## src/rtl/serdes_test_pkg.sv

```systemverilog
// serdes_test_pkg: aligner state encoding and default training/timing constants
package serdes_test_pkg;
   typedef enum logic [2:0] {ST_SEARCH, ST_SLIP, ST_SETTLE, ST_VERIFY, ST_LOCKED, ST_FAIL} state_t;
   localparam int DEF_DATA_WIDTH = 8;
   localparam logic [7:0] DEF_TRAIN_WORD = 8'h6B;
   localparam int DEF_SETTLE_CYCLES = 3;
   localparam int DEF_LOCK_COUNT = 16;
   localparam int DEF_LOSS_COUNT = 4;
endpackage

```

## src/rtl/sat_counter.sv

```systemverilog
// sat_counter: clearable up-counter that holds at all-ones instead of wrapping
module sat_counter #(
   parameter int W = 16
) (
   input  logic         clk,
   input  logic         rst,
   input  logic         clr,
   input  logic         inc,
   output logic [W-1:0] q
);
   always_ff @(posedge clk) begin
      if (rst || clr) q <= '0;
      else if (inc && !(&q)) q <= q + 1'b1;
   end
endmodule

```

## src/rtl/serdes_rx_aligner.sv

```systemverilog
// serdes_rx_aligner: finds ISERDES word alignment by pulsing BITSLIP until the training word
// is seen LOCK_COUNT times in a row, then monitors the locked link for errors and loss.
module serdes_rx_aligner
   import serdes_test_pkg::*;
#(
   parameter int         DATA_WIDTH    = DEF_DATA_WIDTH,
   parameter logic [7:0] TRAIN_WORD    = DEF_TRAIN_WORD,
   parameter int         SETTLE_CYCLES = DEF_SETTLE_CYCLES,
   parameter int         LOCK_COUNT    = DEF_LOCK_COUNT,
   parameter int         LOSS_COUNT    = DEF_LOSS_COUNT,
   parameter int         MAX_SLIPS     = 2 * DATA_WIDTH
) (
   input  logic                  clkdiv,
   input  logic                  rst,
   input  logic [DATA_WIDTH-1:0] rx_data,
   input  logic                  restart,
   output logic                  bitslip,
   output logic                  aligned,
   output logic                  fail,
   output logic [3:0]            slip_cnt,
   output logic [15:0]           err_cnt
);
   state_t state, next;
   logic [15:0] cnt, cnt_nxt;
   logic [4:0] slips, slips_nxt;
   logic match;
   assign match = rx_data == TRAIN_WORD[DATA_WIDTH-1:0];
   // slips can reach 16 with default MAX_SLIPS; the 4-bit view holds at 15
   assign slip_cnt = slips[4] ? 4'hF : slips[3:0];
   // cnt is shared: settle wait, match run and miss run live in mutually exclusive states
   always_comb begin
      next = state;
      cnt_nxt = cnt;
      slips_nxt = slips;
      if (restart) begin
         next = ST_SEARCH;
         cnt_nxt = '0;
         slips_nxt = '0;
      end else begin
         case (state)
            ST_SEARCH: begin
               next = match ? ST_VERIFY : ST_SLIP;
               cnt_nxt = match ? 16'd1 : 16'd0;
            end
            ST_SLIP: begin
               next = ST_SETTLE;
               cnt_nxt = '0;
               slips_nxt = slips + 5'd1;
            end
            ST_SETTLE: begin
               cnt_nxt = cnt + 16'd1;
               if (cnt == 16'(SETTLE_CYCLES - 1)) begin
                  next = slips == 5'(MAX_SLIPS) ? ST_FAIL : ST_SEARCH;
                  cnt_nxt = '0;
               end
            end
            ST_VERIFY: begin
               cnt_nxt = cnt + 16'd1;
               if (!match) begin
                  next = ST_SLIP;
                  cnt_nxt = '0;
               end else if (cnt == 16'(LOCK_COUNT - 1)) begin
                  next = ST_LOCKED;
                  cnt_nxt = '0;
               end
            end
            ST_LOCKED: begin
               cnt_nxt = match ? 16'd0 : cnt + 16'd1;
               if (!match && cnt == 16'(LOSS_COUNT - 1)) begin
                  next = ST_SEARCH;
                  cnt_nxt = '0;
                  slips_nxt = '0;
               end
            end
            default: ;
         endcase
      end
   end
   always_ff @(posedge clkdiv) begin
      if (rst) begin
         state <= ST_SEARCH;
         cnt <= '0;
         slips <= '0;
         bitslip <= 1'b0;
         aligned <= 1'b0;
         fail <= 1'b0;
      end else begin
         state <= next;
         cnt <= cnt_nxt;
         slips <= slips_nxt;
         bitslip <= next == ST_SLIP;
         aligned <= state == ST_LOCKED && !restart;
         fail <= state == ST_FAIL && !restart;
      end
   end
   sat_counter #(.W(16)) u_err (
      .clk (clkdiv),
      .rst (rst),
      .clr (restart),
      .inc (state == ST_LOCKED && !match),
      .q   (err_cnt)
   );
endmodule

```

## config.mk

```make
export PLATFORM = sky130hd
export DESIGN_NAME = serdes_rx_aligner
export DESIGN_NICKNAME = d
export VERILOG_FILES = /design/src/rtl/serdes_test_pkg.sv /design/src/rtl/sat_counter.sv /design/src/rtl/serdes_rx_aligner.sv
export SDC_FILE = /design/constraint.sdc
export NUM_CORES = 1
export LEC_CHECK = 0
export BUFFER_PORTS_ARGS = -buffer_cell sky130_fd_sc_hd__clkbuf_2
export CORE_ASPECT_RATIO = 0.6
export CORE_MARGIN = 1.5
export CORE_UTILIZATION = 57
export CTS_CLUSTER_DIAMETER = 200
export DETAILED_ROUTE_END_ITERATION = 6
export HOLD_SLACK_MARGIN = 0.03
export PLACE_DENSITY = 0.8
export SKIP_CTS_REPAIR_TIMING = 1
export SYNTH_ARGS = -nofsm -noshare
export SYNTH_HDL_FRONTEND = slang
export SYNTH_HIERARCHICAL = 1
export SYNTH_SLANG_ARGS = --single-unit
```

## constraint.sdc

```tcl
create_clock -name clkdiv -period 2.8 [get_ports clkdiv]
set_input_delay 0.28 -clock clkdiv [delete_from_list [all_inputs] [get_ports clkdiv]]
set_output_delay 0.28 -clock clkdiv [all_outputs]
set_load 0.02 [all_outputs]
```

==> reports/qor.txt <==
Status -> complete, no violations
Number of routed nets with antenna violations -> 0
Final TNS setup -> 0 ns
Most Used Layer, Global Route -> met1
Reg power frac -> 49.5%
Register area share after synthesis -> 35.1%
Clock latency on the worst-skew pair -> 0.30 ns
Hold Slack -> 0.205 ns
Share of post-route cells with drive strength above 1 -> 18.9%
Max-slew headroom -> 35.8%
Top-area cell type share of the netlist area -> 35.1%
Initial antenna violation count -> 0
CP Launch Type -> flip-flop
Achievable Freq -> 0.406 GHz
Clk pwr share -> 46.5%
CP Class -> flip-flop to flip-flop
Worst Hold Class -> input port to flip-flop
Setup violators final -> 0
Grt met3 use -> 5.83%
Count leader, synth -> dfxtp_1
Largest net degree at the start of global routing -> 17
Unrepaired setup endpoints after global routing -> no
Syn_nets -> 318
Top cells by area, synth -> dfxtp_1 (35%), a21oi_1 (4.5%), nand2_1 (4.0%), nor2_1 (3.7%), ha_1 (3.1%)
Wire length per cell -> 15.5 um
Clk_skew -> 0.00791 ns
R2R cell count -> 7
Asr flop ratio synth -> 0%
Grt met2 use -> 34.7%
Clk buf depth -> 2
TritonCTS Buffers -> 5
CTS tree -> done
Initial Util -> 59.6%
DP Worst Slack -> 0.425 ns
Post-synth EDFFs -> 0
Drt pass-1 iters -> 5
Antenna diode count -> 0
Nets -> 354
Core Box Area -> 4120 um2
CTS root buffer -> clkbuf_8
Slew @ Worst Pin -> 0.957 ns
PortBufs -> 33
Top_reg_cell synth -> dfxtp_1
Switching pwr -> 0.263 mW
Die Span Y -> 53.8 um
# rows -> 18
Hpwl dp -> 4630 um
Final hold viol count -> 0
Commonest cells in the netlist -> dfxtp_1 (43), nand2_1 (26), nor2_1 (24)
Vias per Instance -> 6.16
DR iter-0 viols -> 206
Clock Sinks -> 43
Period utilization -> 87.9%
I/O Pins -> 34
Syn_area_per_cell -> 8.16 um2
Slew Viols, Final -> 0
Synth area leader -> dfxtp_1
Met1 GRT Util -> 43.6%
DRC -> 0
Yosys Warn Count -> 6
Netlist cell types -> 56
Crit-path max FO -> 13
Total global routing track utilization -> 27.1%
Worst hold path stage count -> 2
Vias in the first global route -> 1,962
Comb pwr share -> 4.0%
Crit path required time -> 2.98 ns
Switch share -> 21.0%
Synth Register Bits -> 43
Mapped Cells -> 301
Global route overflow -> 0
Clock slew at reported path FFs -> 0.09 ns
DIE AREA -> 4720 um2
Pwr Density -> 442 nW/um2
Max_cap viols -> 0
Minimum clock period -> 2.46 ns
Synth Cell Area -> 2450 um2
Setup ws final -> 0.338 ns
Max IR drop VDD -> 0.274 mV
H-Tree Depth -> 2
CP arrival -> 2.64 ns
P&R area growth vs syn -> 15.4%
Die Span X -> 87.7 um
Lkg Pwr -> 1.01 nW
Via count -> 2,450
First-pass GRT wire length -> 9680 um
Power Internal -> 0.988 mW
CP Capture Type -> flip-flop
Total Routed Length -> 6170 um
RePlAce Congestion -> 0.861
## worst paths after layout
check                     end  slack, ns         from
setup / recovery  u_err/q[10]       0.34     state[1]
hold / removal       state[1]       0.21          rst
setup reg to reg  u_err/q[10]       0.34     state[1]
hold reg to reg   u_err/q[15]       0.52  u_err/q[15]
## sequential cells by signal, summed over array words and instances, names as in the netlist
name / cells
u_err/q: 16
state: 3
cnt: 16
bitslip: 1
slips: 5
fail: 1
aligned: 1
## cell type report
class	instances	area [um2]
clock buffers	5	68.8
clock inverters	3	67.6
well taps	60	75.1
fillers	343	1290
inverters	9	33.8
flip-flops and latches	43	861
multi-input cells	240	1520
repair buffers	38	203
## critical path, cell delays in order, from the launching register on
cell and delay (ns):
dfxtp_1 0.44, nor2b_1 0.29, nand2b_1 0.17, nor2_1 0.31, and4_1 0.30, nand4_1 0.30, o311ai_0 0.38, o41ai_1 0.15
## power by group through the flow
| stage | registers, mW | clock network [mW] | logic (mW) |
|---|---|---|---|
| floorplan | 0.632 | 0 | 0.0322 |
| global placement | 0.634 | 0 | 0.0483 |
| detailed placement | 0.634 | 0 | 0.0490 |
| CTS | 0.620 | 0.593 | 0.0490 |
| global route | 0.621 | 0.618 | 0.0544 |
| finish | 0.620 | 0.581 | 0.0498 |
## cell usage in the layout (no fill, tap or decap), types with 3 or more instances in the layout
cell / count
nand4_1: 9
dfxtp_1: 43
a211oi_1: 7
a21oi_1: 22
nor3_1: 8
clkbuf_2: 33
nor2_1: 24
or3_1: 6
o41ai_1: 4
xnor2_1: 3
o311ai_0: 4
or2_2: 7
nor4_2: 3
and4_1: 6
nand2_1: 26
o21ai_1: 3
buf_4: 5
and3_1: 4
nor4_1: 5
o31ai_1: 5
and2_1: 10
inv_1: 9
or4_1: 6
a31oi_1: 3
o22ai_1: 9
clkbuf_8: 5
o21ai_0: 10
nand3_1: 15
ha_1: 6
nor2b_1: 4
## layer usage
| layer | part of all wire [%] | vias up |
|---|---|---|
| li1 | - | 1225 |
| met1 | 51 | 1099 |
| met2 | 40 | 120 |
| met3 | 8.8 | 6 |
| met4 | 0.75 | 0 |
| met5 | 0 | - |
## cell families (layout without fill, tap and decap cells)
kind of cell | after synthesis | count (layout) | share of synthesized area, %
flops | 43 | 43 | 35.1
fa+ha+maj | 6 | 6 | 3.06
compound gates | 85 | 85 | 23.3
simple gates | 145 | 145 | 34.3
buf+inv | 18 | 55 | 2.85
xor+xnor | 4 | 4 | 1.43
## through the flow
stage          cells  power, mW  area (um2)  util, %
2_1_floorplan    301      0.664        2450        -
3_3_place_gp     390      0.682        2700     65.4
3_5_place_dp     390      0.683        2700     65.4
4_1_cts          398       1.26        2830     68.7
5_1_grt          398       1.29        2830     68.7
6_report         398       1.25        2830     68.7
No activity file was read; power rests on OpenSTA's default activity.
